File: src/rtl/spectrum_band_reader.sv
// spectrum_band_reader: reduces FFT bin magnitudes to per-band max levels with decaying peaks and a registered read port
module spectrum_band_reader #(
    parameter int DATA_WIDTH    = 24,
    parameter int ADDR_WIDTH    = 9,
    parameter int NUM_BANDS     = 32,
    parameter int BINS_PER_BAND = 8,
    parameter int PEAK_DECAY    = 4096
) (
    input  logic                         clk,
    input  logic                         reset,
    input  logic                         i_mag_valid,
    input  logic [ADDR_WIDTH-1:0]        i_mag_addr,
    input  logic [DATA_WIDTH-1:0]        i_mag_data,
    input  logic                         i_fft_done,
    input  logic [$clog2(NUM_BANDS)-1:0] i_rd_band,
    output logic [DATA_WIDTH-1:0]        o_bar,
    output logic [DATA_WIDTH-1:0]        o_peak,
    output logic                         o_frame_valid,
    output logic                         o_busy,
    output logic                         o_overrun
);
    localparam int BW  = $clog2(NUM_BANDS);
    localparam int BSH = $clog2(BINS_PER_BAND);
    localparam logic [ADDR_WIDTH:0]   L_TOTAL = (ADDR_WIDTH+1)'(NUM_BANDS * BINS_PER_BAND);
    localparam logic [DATA_WIDTH-1:0] L_DECAY = DATA_WIDTH'(PEAK_DECAY);
    localparam logic [BW-1:0]         L_LAST  = BW'(NUM_BANDS - 1);

    typedef enum logic {ACCUM, COMMIT} state_t;

    state_t                r_state, w_next;
    logic [BW-1:0]         r_k;
    logic [DATA_WIDTH-1:0] r_scratch [NUM_BANDS];
    logic [DATA_WIDTH-1:0] r_bar     [NUM_BANDS];
    logic [DATA_WIDTH-1:0] r_peak    [NUM_BANDS];
    logic [DATA_WIDTH-1:0] r_bar_q, r_peak_q;
    logic                  r_frame_valid, r_busy, r_overrun;
    logic                  w_last, w_in_range;
    logic [BW-1:0]         w_band;
    logic [DATA_WIDTH-1:0] w_cur, w_decayed, w_new_peak;

    // Next-state decode plus the band index and commit-side peak arithmetic
    always_comb begin
        w_last     = r_k == L_LAST;
        w_next     = (r_state == ACCUM)
                   ? (i_fft_done ? COMMIT : ACCUM)
                   : (w_last ? ACCUM : COMMIT);
        w_in_range = {1'b0, i_mag_addr} < L_TOTAL;
        w_band     = i_mag_addr[BSH +: BW];
        w_cur      = r_scratch[r_k];
        w_decayed  = (r_peak[r_k] > L_DECAY) ? r_peak[r_k] - L_DECAY : '0;
        w_new_peak = (w_cur > w_decayed) ? w_cur : w_decayed;
    end

    // State register
    always_ff @(posedge clk) begin
        if (reset)
            r_state <= ACCUM;
        else
            r_state <= w_next;
    end

    // Accumulate per-band maxima, commit one band per cycle, serve reads every cycle
    always_ff @(posedge clk) begin
        if (reset) begin
            r_k           <= '0;
            r_bar_q       <= '0;
            r_peak_q      <= '0;
            r_frame_valid <= 1'b0;
            r_busy        <= 1'b0;
            r_overrun     <= 1'b0;
            for (int b = 0; b < NUM_BANDS; b++) begin
                r_scratch[b] <= '0;
                r_bar[b]     <= '0;
                r_peak[b]    <= '0;
            end
        end else begin
            r_bar_q       <= r_bar[i_rd_band];
            r_peak_q      <= r_peak[i_rd_band];
            r_frame_valid <= (r_state == COMMIT) && w_last;
            r_busy        <= w_next == COMMIT;
            if (r_state == ACCUM) begin
                r_k <= '0;
                if (i_mag_valid && w_in_range && i_mag_data > r_scratch[w_band])
                    r_scratch[w_band] <= i_mag_data;
            end else begin
                r_k            <= r_k + BW'(1);
                r_bar[r_k]     <= w_cur;
                r_peak[r_k]    <= w_new_peak;
                r_scratch[r_k] <= '0;
                if (i_mag_valid || i_fft_done)
                    r_overrun <= 1'b1;
            end
        end
    end

    assign o_bar         = r_bar_q;
    assign o_peak        = r_peak_q;
    assign o_frame_valid = r_frame_valid;
    assign o_busy        = r_busy;
    assign o_overrun     = r_overrun;
endmodule
File: config.mk
export PLATFORM = sky130hd
export DESIGN_NAME = spectrum_band_reader
export DESIGN_NICKNAME = d
export VERILOG_FILES = /design/src/rtl/spectrum_band_reader.sv
export SDC_FILE = /design/constraint.sdc
export NUM_CORES = 2
export LEC_CHECK = 0
export BUFFER_PORTS_ARGS = -buffer_cell sky130_fd_sc_hd__buf_2
export CORE_ASPECT_RATIO = 1.4
export CORE_MARGIN = 2
export CORE_UTILIZATION = 58
export CTS_CLUSTER_DIAMETER = 120
export DETAILED_ROUTE_END_ITERATION = 8
export PLACE_DENSITY_LB_ADDON = 0.12
export SKIP_CTS_REPAIR_TIMING = 1
export SLEW_MARGIN = 20
export SYNTH_ARGS = -nofsm -noshare
export SYNTH_HDL_FRONTEND = slang
export SYNTH_SLANG_ARGS = --single-unit
File: constraint.sdc
create_clock -name clk -period 5.8 [get_ports clk]
set_clock_uncertainty 0.15 [all_clocks]
set_input_delay 0.58 -clock clk [delete_from_list [all_inputs] [get_ports clk]]
set_output_delay 0.58 -clock clk [all_outputs]
set_load 0.02 [all_outputs]
==> impl_metrics.json <==
{
  "first_iter_violations": 12610,
  "synth_compound_area_share_pct": 3.08,
  "netlist_instances": 7787,
  "syn_to_final_growth_pct": 15.3,
  "synth_area_leaders": "edfxtp_1, mux4_2, nor2_1",
  "start_util_pct": 58.4,
  "p_total_mw": 40.0,
  "setup_tns_ps": -26450,
  "violations": "DRC, setup timing",
  "clock_latency_ps": 930,
  "end_kind": "register",
  "fin_util_pct": 67.3,
  "ant_nets": 0,
  "r2r_cells": 27,
  "die_h_um": 529,
  "cp-startpoint": "r_k[0]",
  "root_buffer": "clkbuf_16",
  "powerDensity_nw_per_um2": 304,
  "htreeDepth": 4,
  "placed_cell_area_um2": 123000,
  "hold_class": "primary input to register",
  "cts-buffers-inserted": 227,
  "antenna_found_initial": 20,
  "core_area_um2": 196000,
  "rr_endpoint": "r_peak[24][13]",
  "ys_warn_count": 0,
  "ioPinCount": 93,
  "avgSynthCellArea_um2": 14.7,
  "wl_mm": 405,
  "ir_drop_mv": 0.347,
  "final.setup.worst_slack_ps": -184,
  "grt_overflow": 0,
  "cts_tree": "done",
  "synth-async-reset-ratio_pct": 0,
  "ys_seq_elements": 2360,
  "rows": 192,
  "critPathKind": "register to register",
  "drcViolationCount": 4,
  "final_area_um2": 132000,
  "final_nets": 8036,
  "yosysTopAreaCell": "edfxtp_1",
  "grt_pass1_vias": 76999,
  "synth-xor-area-share_pct": 0.0755,
  "status": "complete, but fails checks",
  "critPathMaxFanout": 8,
  "setup_viol": 344,
  "start_kind": "register",
  "max_cap_viol_count": 0,
  "synth-simple-area-share_pct": 9.40,
  "synth_nets": 7884,
  "post-route-period-util_pct": 103,
  "clk_path_buf_depth": 4,
  "synth_edf_count": 2304,
  "min_period_ps": 5980,
  "place_congestion": 0.936,
  "die_w_um": 379,
  "timing.hold.ws_ps": 0.851,
  "reg2reg_setup_slack_ps": -180,
  "hpwl_mm": 241,
  "muxShareOfSynthArea_pct": 22.1,
  "grt_use_total_pct": 40.2,
  "first_pass_iters": 9,
  "dr_total_vias": 77250,
  "drive_gt1_share_pct": 28.2,
  "leakagePower_nw": 45.6,
  "grt_first_pass_wirelength_mm": 558,
  "synth_top_area_share_pct": 60.5,
  "crit_required_ps": 6270,
  "finalMaxSlewViolations": 0,
  "dieArea_um2": 201000,
  "synth_area_um2": 114000,
  "routed_via_density": 7.19,
  "worstPathArrival_ps": 6460,
  "ys_seq_area_share_pct": 61.5,
  "portBuffers": 89,
  "clock-sinks": 2360,
  "synth_top_family_by_area": "multiplexers",
  "finalHoldViolCount": 0,
  "timing.rr.start": "r_k[0]",
  "tightestPinTransition_ps": 1280,
  "slew_headroom_pct": 14.8,
  "crit_path_end": "r_peak[24][13]",
  "synth_ff_type": "edfxtp_1",
  "clkTransAtPathRegs_ps": 60,
  "ys_types": 66,
  "routedWlPerCell_um": 37.7,
  "grt_max_degree": 82,
  "synthAdderAreaFrac_pct": 0.602,
  "fmax_mhz": 167,
  "rsz0062_at_grt": "yes"
}
==> worst min-delay path by stage <==
stage,start,end,slack [ps],depth (start not counted)
2_1_floorplan,o_overrun,o_overrun,370,2
3_3_place_gp,o_overrun,o_overrun,290,2
3_5_place_dp,o_overrun,o_overrun,290,2
4_1_cts,i_fft_done,o_busy,-200,3
5_1_grt,reset,o_peak[8],20,2
6_report,reset,o_busy,0.9,2
==> state kept, by name, summed over array words and instances (netlist names) <==
| register | count |
|---|---|
| r_scratch | 768 |
| r_bar | 768 |
| o_peak | 24 |
| r_k | 5 |
| r_peak | 768 |
| o_frame_valid | 1 |
| o_busy | 1 |
| o_bar | 24 |
| o_overrun | 1 |
==> cells in the mapped netlist (8+ instances only) <==
library cell and n:
edfxtp_1 2304, nor2_1 2285, mux4_2 934, clkbuf_1 614, mux2i_1 409, o22ai_1 169, a211oi_1 121, buf_2 120
a22oi_1 106, nand2_1 101, nand2b_1 74, buf_1 61, dfxtp_1 56, ha_1 55, nand4_1 41, buf_4 36
inv_1 34, and4_1 26, or4_1 24, nor4_1 22, buf_6 20, a21oi_1 18, o31a_1 13, nand3_1 12
o21ai_0 8
==> cell type report <==
type,count,area [um^2]
clock inverters,133,1320
multi-input cells,4540,41500
inverters,36,140
fillers,13623,64000
clock buffers,277,5960
repair buffers,774,9190
flip-flops and latches,2360,70300
diodes,12,30.0
well taps,2619,3280
==> power by group <==
part           total [mW]  internal, mW  switching (mW)
logic                5.36          2.19            3.18
clock network        15.0          8.43            6.56
registers            19.7          19.4           0.306
total                40.0          30.0            10.0
==> per-layer routing <==
metal  part of all wire [%]  global-route usage, %
met5                  0.015                      0
met4                    7.3                   24.7
met3                     13                   9.42
met2                     49                   65.8
met1                     31                   48.4
==> through the flow <==
stage               worst slack, ps  std cells
floorplan                      14.1       7787
global placement               -261      10269
detailed placement             -260      10270
CTS                            -265      10680
global route                   -275      10747
finish                         -184      10751
==> placed cells by master (no fill, tap or decap), drive strengths merged, types with 6 or more instances in the layout <==
master    count
o31a         13
nand4bb       6
mux2i       409
a31oi        10
clkbuf      295
nand4        42
nand3        13
buf         754
mux2          7
mux4        934
nor4         23
clkinv       93
a211oi      121
diode        12
nand2       101
a21o          6
a22oi       106
o22ai       169
clkinvlp      8
and4         26
bufinv       26
or4          24
nor3          8
a21oi        18
dfxtp        56
edfxtp     2304
and2          7
nand2b       74
nor2       2285
inv          42
o21ai         9
ha           55
nand4b        6
and3          6
==> kinds of logic after synthesis <==
family,Yosys count
and+or+nand+nor,2641
DFF,2360
muxes,1350
buffers and inverters,887
AOI/OAI and AO/OA,485
adders and majority gates,55
xor gates and xnor gates,9
==> worst max-delay path, stage by stage, from the launching register on <==
cell	delay [ps]
dfxtp_4	390
buf_12	180
buf_12	150
buf_12	140
buf_8	130
mux2i_4	240
o22ai_1	120
or4_1	540
nor2_1	100
buf_4	150
nand4_1	120
o41a_1	470
or3_4	390
buf_8	160
buf_12	130
nand2_4	50
ha_4	130
nand4_1	150
nor4_2	320
buf_4	190
o31ai_4	90
a32oi_4	340
buf_12	160
clkbuf_16	140
o31a_1	170
buf_6	170
clkbuf_16	200
nor2_1	50
Note: power is estimated with default switching activity, not from simulation.
